$ cat src/rtl/panic_rx_checker_flow_tracker.sv
// Per-flow tracker: remembers the last sequence number seen for one flow,
// flags out-of-order/duplicate frames and counts the flow's packets.
module panic_rx_flow_tracker #(
  parameter int CNT_WIDTH = 48
) (
  input  logic                 clk,
  input  logic                 rst,
  input  logic                 clear,
  input  logic                 fin,
  input  logic [8:0]           seq9,
  output logic                 reorder,
  output logic [CNT_WIDTH-1:0] pkts
);

  logic [8:0]           last_seq9_r;
  logic                 valid_r;
  logic [CNT_WIDTH-1:0] pkts_r;
  logic [8:0]           diff_s;

  // A frame is out of order when it does not advance by 1..255 modulo 512.
  always_comb begin
    diff_s  = seq9 - last_seq9_r;
    reorder = valid_r && ((diff_s == 9'd0) || diff_s[8]);
  end

  // Last-sequence history and flow packet counter.
  always_ff @(posedge clk or negedge rst) begin
    if (!rst) begin
      last_seq9_r <= 9'd0;
      valid_r     <= 1'b0;
      pkts_r      <= {CNT_WIDTH{1'b0}};
    end else if (clear) begin
      valid_r <= 1'b0;
      pkts_r  <= {CNT_WIDTH{1'b0}};
    end else if (fin) begin
      last_seq9_r <= seq9;
      valid_r     <= 1'b1;
      pkts_r      <= pkts_r + {{(CNT_WIDTH-1){1'b0}}, 1'b1};
    end
  end

  assign pkts = pkts_r;

endmodule

$ cat config.mk
export PLATFORM = sky130hd
export DESIGN_NAME = panic_rx_flow_tracker
export DESIGN_NICKNAME = d
export VERILOG_FILES = /design/src/rtl/panic_rx_checker_flow_tracker.sv
export SDC_FILE = /design/constraint.sdc
export NUM_CORES = 1
export LEC_CHECK = 0
export ABC_CLOCK_PERIOD_IN_PS = 3000
export CAP_MARGIN = 5
export CORE_UTILIZATION = 38
export CTS_CLUSTER_DIAMETER = 80
export DETAILED_ROUTE_END_ITERATION = 8
export GPL_TIMING_DRIVEN = 0
export PLACE_DENSITY = 0.71
export SLEW_MARGIN = 0
export SYNTH_ARGS = -nofsm -noshare
export SYNTH_HDL_FRONTEND = slang
export SYNTH_SLANG_ARGS = --single-unit
$ cat constraint.sdc
create_clock -name clk -period 3 [get_ports clk]
set_input_delay 0.6 -clock clk [delete_from_list [all_inputs] [get_ports clk]]
set_output_delay 0.6 -clock clk [all_outputs]
set_load 0.05 [all_outputs]
==> Yosys cells after proc, flatten, opt, wreduce, memory -nomap -nowiden <==
Cells that the tools add are included.
{ "op_classes": {"n_addsub": 2, "muxes": 4, "bitwise_logic": 1, "n_reduce_logical": 5} }
{ "op_table": {"columns": ["cell", "n"], "rows": [
  ["$mux W48", 2],
  ["$add A48 B1 Y48 const B", 1],
  ["$logic_not A9 Y1", 1],
  ["$sub A9 B9 Y9", 1],
  ["$mux W1", 2],
  ["$reduce_and A2 Y1", 1],
  ["$reduce_bool A2 Y1", 1],
  ["$logic_and A1 B1 Y1", 1],
  ["$logic_or A1 B1 Y1", 1],
  ["$not A1 Y1", 1]
]} }
{ "totals": {"register_bits": 58, "inputBits": 13, "output_inout_bits": 49} }

==> Logic depth before layout (Yosys ltp) <==
Gate-level depths: netlist of the first run.
{ "logic_depth": {"depth_word": 4, "mapped_depth": 8} }

==> Worst setup path before layout of the first run <==
OpenSTA, ideal clock, no wires.
{ "synth_timing": {"path_type": "input port to output port", "start": "input port seq9[1]", "end": "output port reorder", "arrival_ns": 2.500, "required_time_ns": 2.400, "setup_slack_ns": -0.100, "cell_stages": 7, "path_buffers": 0, "path_cell_list": "ha_1 -> nor2b_1 -> o31a_1 -> o41ai_1 -> o21ai_0 -> xnor2_1 -> a22o_1"} }
{ "synth_between": {"elab_chain_cells": 4} }
{ "synth_rtl": {"columns": ["element", "line_no", "source"], "rows": [
  ["start, declared", "10", "input logic [8:0] seq9,"],
  ["$sub A9 B9 Y9 *", "22", "diff_s = seq9 - last_seq9_r;"],
  ["$logic_not A9 Y1", "23", "reorder = valid_r && ((diff_s == 9'd0) || diff_s[8]);"],
  ["$logic_or A1 B1 Y1 *", "23", null],
  ["$logic_and A1 B1 Y1 *", "23", null],
  ["end, declared", "11", "output logic reorder,"]
]} }
Mark *: on every way between the ends. The rest lies on a longest branch, timed or not.

==> Worst setup path after layout of the first run <==
{ "layout_timing": {"start": "input port seq9[2]", "end": "output port reorder"} }
The elaborated chain is that of the path after synthesis.

==> results by group, run 1 <==
Timing
  • RSZ-0062 raised after global routing: yes
  • Clock skew: 9.60 ps
  • Fin worst setup slack: 8.73 ps
  • Final setup fails: 0
  • Pins Over Slew Limit: 0
  • Min Tclk post-route: 2990 ps
  • Worst-Margin Slew: 687 ps
  • F_max: 334 MHz
  • Hold slack: 244 ps
  • Hold Fails Final Rpt: 0
  • Slew Limit Headroom: 53.8%
  • Tcrit/Tclk final: 99.7%

Cells and area
  • Fillers: 722
  • Area Growth Syn to Fin: 37.0%
  • Final Util: 53.7%
  • Antenna cells: 0
  • Layout Nets: 404
  • Layout cells sized above 1: 11.1%

Yosys
  • Synth Area in Compound Gates: 4.94%
  • Post-synth top area cell: dfrtp_1
  • Async S/R FF share, synth: 100%
  • Top FF cell, synth: dfrtp_1
  • Mapped Area: 3010 um^2
  • Post-Syn Instances: 307
  • Syn_nets: 329
  • Synth unique cells: 36
  • Synth Area in Adders: 3.74%
  • Yosys Warn Count: 0
  • Seq/Total Area, Yosys: 48.2%
  • Avg Inst Size Synth: 9.82 um^2
  • Leading post-synthesis cells by cell area: dfrtp_1, xor2_1, nor2_1
  • Post-synth EDFFs: 0
  • Mux contribution to synthesized area: 1.08%
  • Synthesized flop and latch total: 58
  • Largest family of logic cells by synthesized area: simple AND/OR/NAND/NOR gates
  • Top-count cell post-synth: dfrtp_1
  • Commonest cells post-synth: dfrtp_1, nor2_1, xor2_1
  • Synth top area share: 48.2%
  • Synth Area in Simple Gates: 24.7%
  • Synth Area in XOR/XNOR: 14.5%

Critical path
  • Critical Path RT: 2400 ps
  • Critical Path Sink: reorder
  • R2R setup slack: 620 ps
  • CP Cell Sequence: dlygate4sd2_1 > ha_4 > o21a_1 > o31a_1 > buf_4 > a2111o_1 > a211oi_2 > a22o_2 > buf_8
  • Crit path kind: in2out
  • Crit path DAT: 2390 ps
  • Worst Setup SP: seq9[2]
  • CP max stage delay: 300 ps
  • CP max stage cell: a2111o_1
  • FF-to-FF End: pkts[45]$_DFFE_PN0P_
  • Origin of the critical flop-to-flop path: pkts[20]$_DFFE_PN0P_
  • Critical path launch point type: primary input
  • Worst reg2reg path depth: 7
  • CP endpoint kind: output pin
  • Worst-path maximum fanout: 3

Floorplanning
  • Core area: 7690 um^2
  • Chip width: 91.1 um
  • Die Y: 91.1 um
  • Row cnt: 32
  • Starting Density: 39.2%
  • # IOs: 62
  • Die area: 8290 um^2

CTS
  • CTS H-Tree Depth: 3
  • Worst skew pair latency: 340 ps
  • Root Driver: clkbuf_8
  • Cts bufs inserted: 9
  • Maximum buffer depth of the clock tree: 2
  • Sink Count: 58
  • Clock tree from TritonCTS: yes
  • Clock slew at reported path FFs: 70 ps

Drt
  • DRT Wirelength: 7.10 mm
  • Vias/cell: 5.04
  • Detailed Routing Iterations Pass 1: 4
  • Initial DRC count: 147
  • Via count: 2467
  • Routed WL per cell: 14.5 um
  • Detail Route Antenna Nets: 0
  • # DRC: 0

Global routing
  • Largest net degree at the start of global routing: 37
  • GRT overflow: 0
  • First-pass GRT wire length: 12.2 mm
  • Vias in the first global route: 2531
  • GRT Resource Usage Total: 18.8%
  • Initial antenna violation count: 0

Status
  • Status: complete, no violations

Placed design
  • Dpl hpwl: 4.90 mm
  • Post-place setup slack: -1270 ps
  • Port bufs: 60
  • Placer Congestion: 0.774

Worst hold path
  • Class of the worst hold path: in2async

Power
  • P per Cell Area: 480 nW/um^2
  • VDD IR-drop max: 0.254 mV
  • Static Leakage: 0.00175 uW

Flow run
  • Max-capacitance violation count: 0
per-stage QoR:
step,cell area (um^2),power [uW],instances,setup TNS (ps)
3_3_place_gp,3740,1020,469,-35640
4_1_cts,4110,2000,488,-130
6_report,4130,1980,489,0
3_5_place_dp,3760,1030,470,-1270
5_1_grt,4130,2070,489,-49.8
2_1_floorplan,3020,959,307,0
layout make-up:
type	count	area (um^2)	share of cell area, %
clock inverters	4	97.6	2.36
clock buffers	12	155	3.76
repair buffers	64	637	15.4
plain buffers	13	50.0	1.21
flip-flops and latches	58	1450	35.2
inverters	10	37.5	0.909
well taps	102	128	3.09
multi-input cells	226	1570	38.1
metal layers:
metal,wire [um],part of all wire (%),up-vias,global-route usage (%)
met1,3320,47,1207,24.7
li1,-,-,1202,-
met4,125,1.8,0,8.33
met2,3350,47,48,29.9
met3,307,4.3,10,4.10
met5,0,0,-,0
state kept, by name, summed over array words and instances (netlist names):
| name | count |
|---|---|
| valid_r | 1 |
| pkts | 48 |
| last_seq9_r | 9 |
logic make-up (layout without fill, tap and decap cells):
group / Yosys count / count (layout)
xor gates and xnor gates: 50 / 50
muxes: 3 / 3
adders and majority gates: 9 / 9
buffers and inverters: 23 / 103
and+or+nand+nor: 141 / 141
AOI/OAI and AO/OA: 23 / 23
DFF: 58 / 58
repair_timing:
item	CTS	global route
resized for setup	29	3
pin swaps	11	5
buffers inserted	2	1
hold buffers	0	0
hold endpoints to repair	0	0
endpoints found under the setup margin	1	1
power by group:
part	leakage (uW)	switching (uW)	internal, uW
logic	0.000836	136	118
registers	0.000791	9.64	802
clock network	0.000123	321	598
total	0.00175	467	1520
placed cells by master, fill, tap and decap left out, types with 7 or more instances in the layout:
cell / count
dfrtp_1: 58
nor2_1: 52
clkdlybuf4s50_1: 52
xor2_1: 41
nand2_1: 21
nand3_1: 19
nand4_1: 14
clkbuf_1: 13
clkbuf_8: 11
inv_1: 9
xnor2_1: 9
o21ai_0: 9
and4_1: 7
and3_1: 7
critical path: cells and delay by family:
| family | cells | cell delay [ps] |
|---|---|---|
| adders and majority gates | 1 | 230 |
| AOI/OAI and AO/OA | 5 | 1010 |
| buffers and inverters | 3 | 560 |
worst min-delay path by stage:
stage	slack, ps	to	cells past startpoint	start
2_1_floorplan	300	last_seq9_r[0]$_DFFE_PN0P_	0	rst
5_1_grt	280	pkts[30]$_DFFE_PN0P_	1	rst
6_report	240	pkts[30]$_DFFE_PN0P_	1	rst
4_1_cts	250	pkts[30]$_DFFE_PN0P_	1	rst
3_3_place_gp	490	last_seq9_r[0]$_DFFE_PN0P_	1	last_seq9_r[0]$_DFFE_PN0P_
3_5_place_dp	510	last_seq9_r[0]$_DFFE_PN0P_	1	last_seq9_r[0]$_DFFE_PN0P_
No activity file was read; power rests on OpenSTA's default activity.
==> run 2, diff against run 1 <==
--- a/config.mk
+++ b/config.mk
@@ -11,7 +11,7 @@
 export CTS_CLUSTER_DIAMETER = 80
 export DETAILED_ROUTE_END_ITERATION = 8
 export GPL_TIMING_DRIVEN = 0
-export PLACE_DENSITY = 0.71
+export PLACE_DENSITY = 0.64
 export SLEW_MARGIN = 0
 export SYNTH_ARGS = -nofsm -noshare
 export SYNTH_HDL_FRONTEND = slang
==> results by group, run 2 (synthesis results as in run 1) <==
Status
  • Status: finished, violations left (was complete, no violations)
  • Failing checks: negative setup slack

Timing
  • Fin worst setup slack: -5.24 ps (was 8.73 ps)
  • F_max: 333 MHz (was 334 MHz)
  • Pins Over Slew Limit: 0 (unchanged)
  • Worst-Margin Slew: 654 ps (was 687 ps)
  • Slew Limit Headroom: 56.1% (was 53.8%)
  • Min Tclk post-route: 3010 ps (was 2990 ps)
  • Fin Setup TNS: -5.24 ps (was 0 ps)
  • RSZ-0062 raised after global routing: yes (unchanged)
  • Tcrit/Tclk final: 100% (was 99.7%)
  • Final setup fails: 1 (was 0)
  • Clock skew: 9.86 ps (was 9.60 ps)
  • Hold Fails Final Rpt: 0 (unchanged)

CTS
  • Root Driver: clkbuf_8 (unchanged)
  • Cts bufs inserted: 9 (unchanged)
  • Clock slew at reported path FFs: 70 ps (about the same)
  • Clock tree from TritonCTS: yes (unchanged)
  • CTS H-Tree Depth: 3 (unchanged)
  • Sink Count: 58 (unchanged)
  • Maximum buffer depth of the clock tree: 2 (unchanged)
  • Post-CTS Hold Fix Bufs: 0 (unchanged)
  • Worst skew pair latency: 330 ps (was 340 ps)

Global routing
  • First-pass GRT wire length: 11.6 mm (was 12.2 mm)
  • Initial antenna violation count: 0 (unchanged)
  • GRT Resource Usage Total: 17.7% (was 18.8%)
  • Vias in the first global route: 2425 (was 2531)
  • Largest net degree at the start of global routing: 40 (was 37)
  • GRT overflow: 0 (unchanged)

Cells and area
  • Layout Nets: 402 (was 404)
  • Commonest cells after routing, fill and taps aside: dfrtp_1, nor2_1, clkdlybuf4s50_1 (unchanged)
  • Layout cells sized above 1: 10.6% (was 11.1%)
  • Leading cell type in the layout, fill and taps excluded: dfrtp_1 (unchanged)
  • Max reg flops: 48 (unchanged)
  • Antenna cells: 0 (unchanged)
  • Area Growth Syn to Fin: 34.6% (was 37.0%)

Floorplanning
  • Die Y: 91.1 um (unchanged)
  • Row cnt: 32 (unchanged)
  • # IOs: 62 (unchanged)
  • Chip width: 91.1 um (unchanged)
  • Die area: 8290 um^2 (unchanged)
  • Starting Density: 39.2% (unchanged)
  • Core area: 7690 um^2 (unchanged)

Critical path
  • Worst-path maximum fanout: 2 (was 3)
  • Crit path DAT: 2410 ps (was 2390 ps)
  • Critical path launch point type: flip-flop (was primary input)
  • CP endpoint kind: output pin (unchanged)
  • Crit path kind: reg2out (was in2out)
  • Critical Path RT: 2400 ps (about the same)

Worst hold path
  • Class of the worst hold path: in2async (unchanged)

Flow run
  • Max-capacitance violation count: 0 (unchanged)

Drt
  • Vias/cell: 4.97 (was 5.04)
  • Initial DRC count: 98 (was 147)
  • # DRC: 0 (unchanged)
  • Via count: 2422 (was 2467)
  • Detail Route Antenna Nets: 0 (unchanged)
  • DRT Wirelength: 6.77 mm (was 7.10 mm)
  • Detailed Routing Iterations Pass 1: 4 (unchanged)
  • Routed WL per cell: 13.9 um (was 14.5 um)

Power
  • P per Cell Area: 438 nW/um^2 (was 480 nW/um^2)
  • VDD IR-drop max: 0.304 mV (was 0.254 mV)
  • Static Leakage: 0.00172 uW (was 0.00175 uW)

Placed design
  • Dpl hpwl: 4.69 mm (was 4.90 mm)
  • Port bufs: 60 (unchanged)
  • Post-place setup slack: -1230 ps (was -1270 ps)
  • Placer Congestion: 0.737 (was 0.774)
## run 2: changes by cell type in the layout (fill, tap and decap cells not counted), sizes merged
cell / delta
buf: -2
clkinvlp: -1
clkinv: +4
clkbuf: -1
bufinv: -2
## run 2: cell type report
type                    count  area (um^2)
clock inverters             5         53.8
clock buffers              11          141
flip-flops and latches     58         1450
fillers                   713         3630
repair buffers             62          622
multi-input cells         226         1570
well taps                 102          128
inverters                  10         37.5
plain buffers              13         50.0
## run 2: timing repair
action,4_1_cts,5_1_grt
pin swaps,9,3
buffers inserted,1,0
cloned,0,0
resized for setup,28,4
endpoints found under the setup margin,1,1
## run 2: worst paths after layout
check | from | end | slack [ps] | cells past startpoint
max reg2reg | pkts[20]$_DFFE_PN0P_ | pkts[45]$_DFFE_PN0P_ | 670 | 7
min in group clk | last_seq9_r[0]$_DFFE_PN0P_ | last_seq9_r[0]$_DFFE_PN0P_ | 520 | 1
min | rst | last_seq9_r[5]$_DFFE_PN0P_ | 210 | 1
min reg2reg | last_seq9_r[0]$_DFFE_PN0P_ | last_seq9_r[0]$_DFFE_PN0P_ | 520 | 1
max | last_seq9_r[1]$_DFFE_PN0P_ | reorder | -5 | 9
max in group asynchronous | rst | pkts[37]$_DFFE_PN0P_ | 2210 | 2
## run 2: per-stage QoR
| stage | total power [uW] | util (%) | instance area [um^2] | cells | hold WS, ps |
|---|---|---|---|---|---|
| after floorplan | 959 | - | 3020 | 307 | 304 |
| after global placement | 1020 | 48.7 | 3740 | 469 | 495 |
| after detailed placement | 1030 | 48.9 | 3760 | 470 | 505 |
| after CTS | 1790 | 52.5 | 4040 | 487 | 217 |
| after global routing | 1860 | 52.8 | 4060 | 487 | 239 |
| final | 1780 | 52.8 | 4060 | 487 | 215 |
## run 2: critical path, cell delays in order (launching register included)
cell and delay, ps:
dfrtp_1 380, inv_2 80, ha_4 200, nor2b_4 120
o31a_1 290, buf_4 160, a2111o_1 300, a211oi_2 200
a22o_2 200, buf_8 140
## run 2: where the power goes
group | switching (uW) | internal (uW) | total [uW]
clock network | 315 | 403 | 718
logic | 134 | 112 | 246
registers | 9.54 | 802 | 811
## run 2: routing by layer
metal,up-vias,global-route usage (%),share of wire (%)
li1,1190,-,-
met1,1178,22.7,47
met2,48,28.3,47
met3,6,6.20,5.4
met4,0,4.63,0.87
met5,-,0,0
==> run 3, diff against run 2 <==
--- a/config.mk
+++ b/config.mk
@@ -7,11 +7,12 @@
 export LEC_CHECK = 0
 export ABC_CLOCK_PERIOD_IN_PS = 3000
 export CAP_MARGIN = 5
-export CORE_UTILIZATION = 38
+export CORE_UTILIZATION = 30
 export CTS_CLUSTER_DIAMETER = 80
 export DETAILED_ROUTE_END_ITERATION = 8
 export GPL_TIMING_DRIVEN = 0
-export PLACE_DENSITY = 0.64
+export PLACE_DENSITY = 0.54
+export SETUP_SLACK_MARGIN = 0.15
 export SLEW_MARGIN = 0
 export SYNTH_ARGS = -nofsm -noshare
 export SYNTH_HDL_FRONTEND = slang
==> results by group, run 3 (synthesis results as in run 1) <==
Placed design
  • Port bufs: 60 (unchanged)
  • Dpl hpwl: 5.01 mm (was 4.69 mm)
  • Placed cell count: 501 (was 470)
  • Placer Congestion: 0.764 (was 0.737)
  • Post-place setup slack: -1040 ps (was -1230 ps)

Floorplanning
  • Starting Density: 30.8% (was 39.2%)
  • Die area: 10500 um^2 (was 8290 um^2)
  • # IOs: 62 (unchanged)
  • Row cnt: 36 (was 32)
  • Die Y: 102 um (was 91.1 um)
  • Chip width: 102 um (was 91.1 um)
  • Core area: 9770 um^2 (was 7690 um^2)

Power
  • Static Leakage: 0.00171 uW (was 0.00172 uW)
  • Net switching power: 472 uW (was 458 uW)
  • Sequential Power Share: 48.2% (was 45.7%)
  • VDD IR-drop max: 0.185 mV (was 0.304 mV)
  • P per Cell Area: 414 nW/um^2 (was 438 nW/um^2)
  • Net Sw Frac: 28.1% (was 25.8%)
  • Gate power share: 14.9% (was 13.9%)
  • Clock power share: 36.9% (was 40.5%)
  • Pint: 1210 uW (was 1320 uW)

Global routing
  • Vias in the first global route: 2465 (was 2425)
  • GRT Resource Usage Total: 15.1% (was 17.7%)
  • Largest net degree at the start of global routing: 36 (was 40)
  • First-pass GRT wire length: 12.0 mm (was 11.6 mm)
  • Initial antenna violation count: 0 (unchanged)
  • GRT overflow: 0 (unchanged)

Timing
  • Hold Fails Final Rpt: 0 (unchanged)
  • Slew Limit Headroom: 44.4% (was 56.1%)
  • Clock skew: 12.1 ps (was 9.86 ps)
  • Hold slack: 364 ps (was 215 ps)
  • Worst-Margin Slew: 834 ps (was 654 ps)
  • Pins Over Slew Limit: 0 (unchanged)
  • RSZ-0062 raised after global routing: yes (unchanged)
  • Fin worst setup slack: 10.9 ps (was -5.24 ps)
  • Tcrit/Tclk final: 99.6% (was 100%)
  • Final setup fails: 0 (was 1)
  • F_max: 335 MHz (was 333 MHz)
  • Min Tclk post-route: 2990 ps (was 3010 ps)

CTS
  • Root Driver: clkbuf_8 (unchanged)
  • Maximum buffer depth of the clock tree: 2 (unchanged)
  • CTS H-Tree Depth: 3 (unchanged)
  • Clock tree from TritonCTS: yes (unchanged)
  • Cts bufs inserted: 9 (unchanged)
  • Worst skew pair latency: 340 ps (was 330 ps)
  • Post-CTS Hold Fix Bufs: 0 (unchanged)
  • Clock slew at reported path FFs: 70 ps (about the same)
  • Sink Count: 58 (unchanged)

Cells and area
  • Final non-filler cell total: 519 (was 487)
  • Max reg flops: 48 (unchanged)
  • Layout cells sized above 1: 10.6% (about the same)
  • Final Util: 41.6% (was 52.8%)
  • Leading cell type in the layout, fill and taps excluded: dfrtp_1 (unchanged)
  • Commonest cells after routing, fill and taps aside: dfrtp_1, nor2_1, clkdlybuf4s50_1 (unchanged)
  • Layout Nets: 403 (was 402)
  • Antenna cells: 0 (unchanged)
  • Area Growth Syn to Fin: 34.8% (was 34.6%)

Drt
  • Detailed Routing Iterations Pass 1: 4 (unchanged)
  • DRT Wirelength: 7.39 mm (was 6.77 mm)
  • Vias/cell: 4.70 (was 4.97)
  • Via count: 2437 (was 2422)
  • # DRC: 0 (unchanged)
  • Detail Route Antenna Nets: 0 (unchanged)
  • Initial DRC count: 50 (was 98)
  • Routed WL per cell: 14.2 um (was 13.9 um)

Critical path
  • Worst reg2reg path depth: 7 (unchanged)
  • CP Cell Sequence: dlygate4sd2_1 > ha_4 > o21a_1 > o31a_1 > buf_4 > a2111o_1 > a211oi_1 > a22o_2 > buf_8 (was inv_2 > ha_4 > nor2b_4 > o31a_1 > buf_4 > a2111o_1 > a211oi_2 > a22o_2 > buf_8)
  • Critical Path RT: 2400 ps (about the same)
  • Crit path kind: in2out (was reg2out)
  • CP endpoint kind: output pin (unchanged)
  • CP max stage delay: 280 ps (was 380 ps)
  • CP max stage cell: a2111o_1 (was dfrtp_1)
  • Critical path launch point type: primary input (was flip-flop)
  • Crit path DAT: 2390 ps (was 2410 ps)
  • Worst-path maximum fanout: 3 (was 2)

Status
  • Status: complete, no violations (was finished, violations left)

Worst hold path
  • Class of the worst hold path: in2async (unchanged)

Flow run
  • Max-capacitance violation count: 0 (unchanged)
==> run 3: cell count changes in the layout (fill, tap and decap cells not counted), sizes merged <==
| cell | delta |
|---|---|
| clkbuf | -1 |
| bufinv | -1 |
| clkinv | +2 |
| buf | +1 |
==> run 3: final timing paths <==
path	start	to	slack, ps
hold / removal	rst	last_seq9_r[2]$_DFFE_PN0P_	360
max in group asynchronous	rst	pkts[41]$_DFFE_PN0P_	2010
hold reg to reg	last_seq9_r[0]$_DFFE_PN0P_	last_seq9_r[0]$_DFFE_PN0P_	530
min in group clk	seq9[1]	last_seq9_r[1]$_DFFE_PN0P_	520
setup reg to reg	pkts[20]$_DFFE_PN0P_	pkts[46]$_DFFE_PN0P_	620
setup / recovery	seq9[2]	reorder	10
==> run 3: power groups by stage <==
stage / clock network (uW) / registers [uW] / logic, uW
3_3_place_gp: 0 / 826 / 204
4_1_cts: 637 / 811 / 244
3_5_place_dp: 0 / 826 / 210
2_1_floorplan: 0 / 834 / 129
5_1_grt: 673 / 813 / 277
6_report: 620 / 811 / 251
==> run 3: metal layers <==
metal	GRT usage, %	vias to the layer above	routed length [um]	part of all wire (%)
li1	-	1197	-	-
met1	20.5	1176	3640	49
met2	22.7	55	3220	44
met3	4.10	9	421	5.7
met4	6.70	0	108	1.5
met5	0	-	0	0
==> run 3: final cells by class <==
type	count	area [um^2]
sequential	58	1450
timing repair buffer	63	629
clock inverter	6	33.8
clock buffer	10	128
tap	133	166
fill	989	5710
inverter	10	37.5
multi-input combinational	226	1570
buffer	13	50.0
==> run 3: what timing repair did <==
action                                  4_1_cts  5_1_grt
endpoints found under the hold margin         0        0
gates resized for setup                      28        2
buffers inserted                              1        1
endpoints found under the setup margin        1        1
pin swaps                                    10        7
==> run 3: critical path, delay by kind of cell <==
family	cells	cell delay [ps]
AOI/OAI and AO/OA	5	990
buffers and inverters	3	570
adders and majority gates	1	230
==> run 3: per-stage QoR <==
| step | total power [uW] | TNS (ps) | instance area (um^2) |
|---|---|---|---|
| 2_1_floorplan | 962 | 0 | 3020 |
| 3_3_place_gp | 1030 | -40020 | 3790 |
| 3_5_place_dp | 1040 | -1040 | 3800 |
| 4_1_cts | 1690 | -110 | 4040 |
| 5_1_grt | 1760 | -64.4 | 4060 |
| 6_report | 1680 | 0 | 4060 |
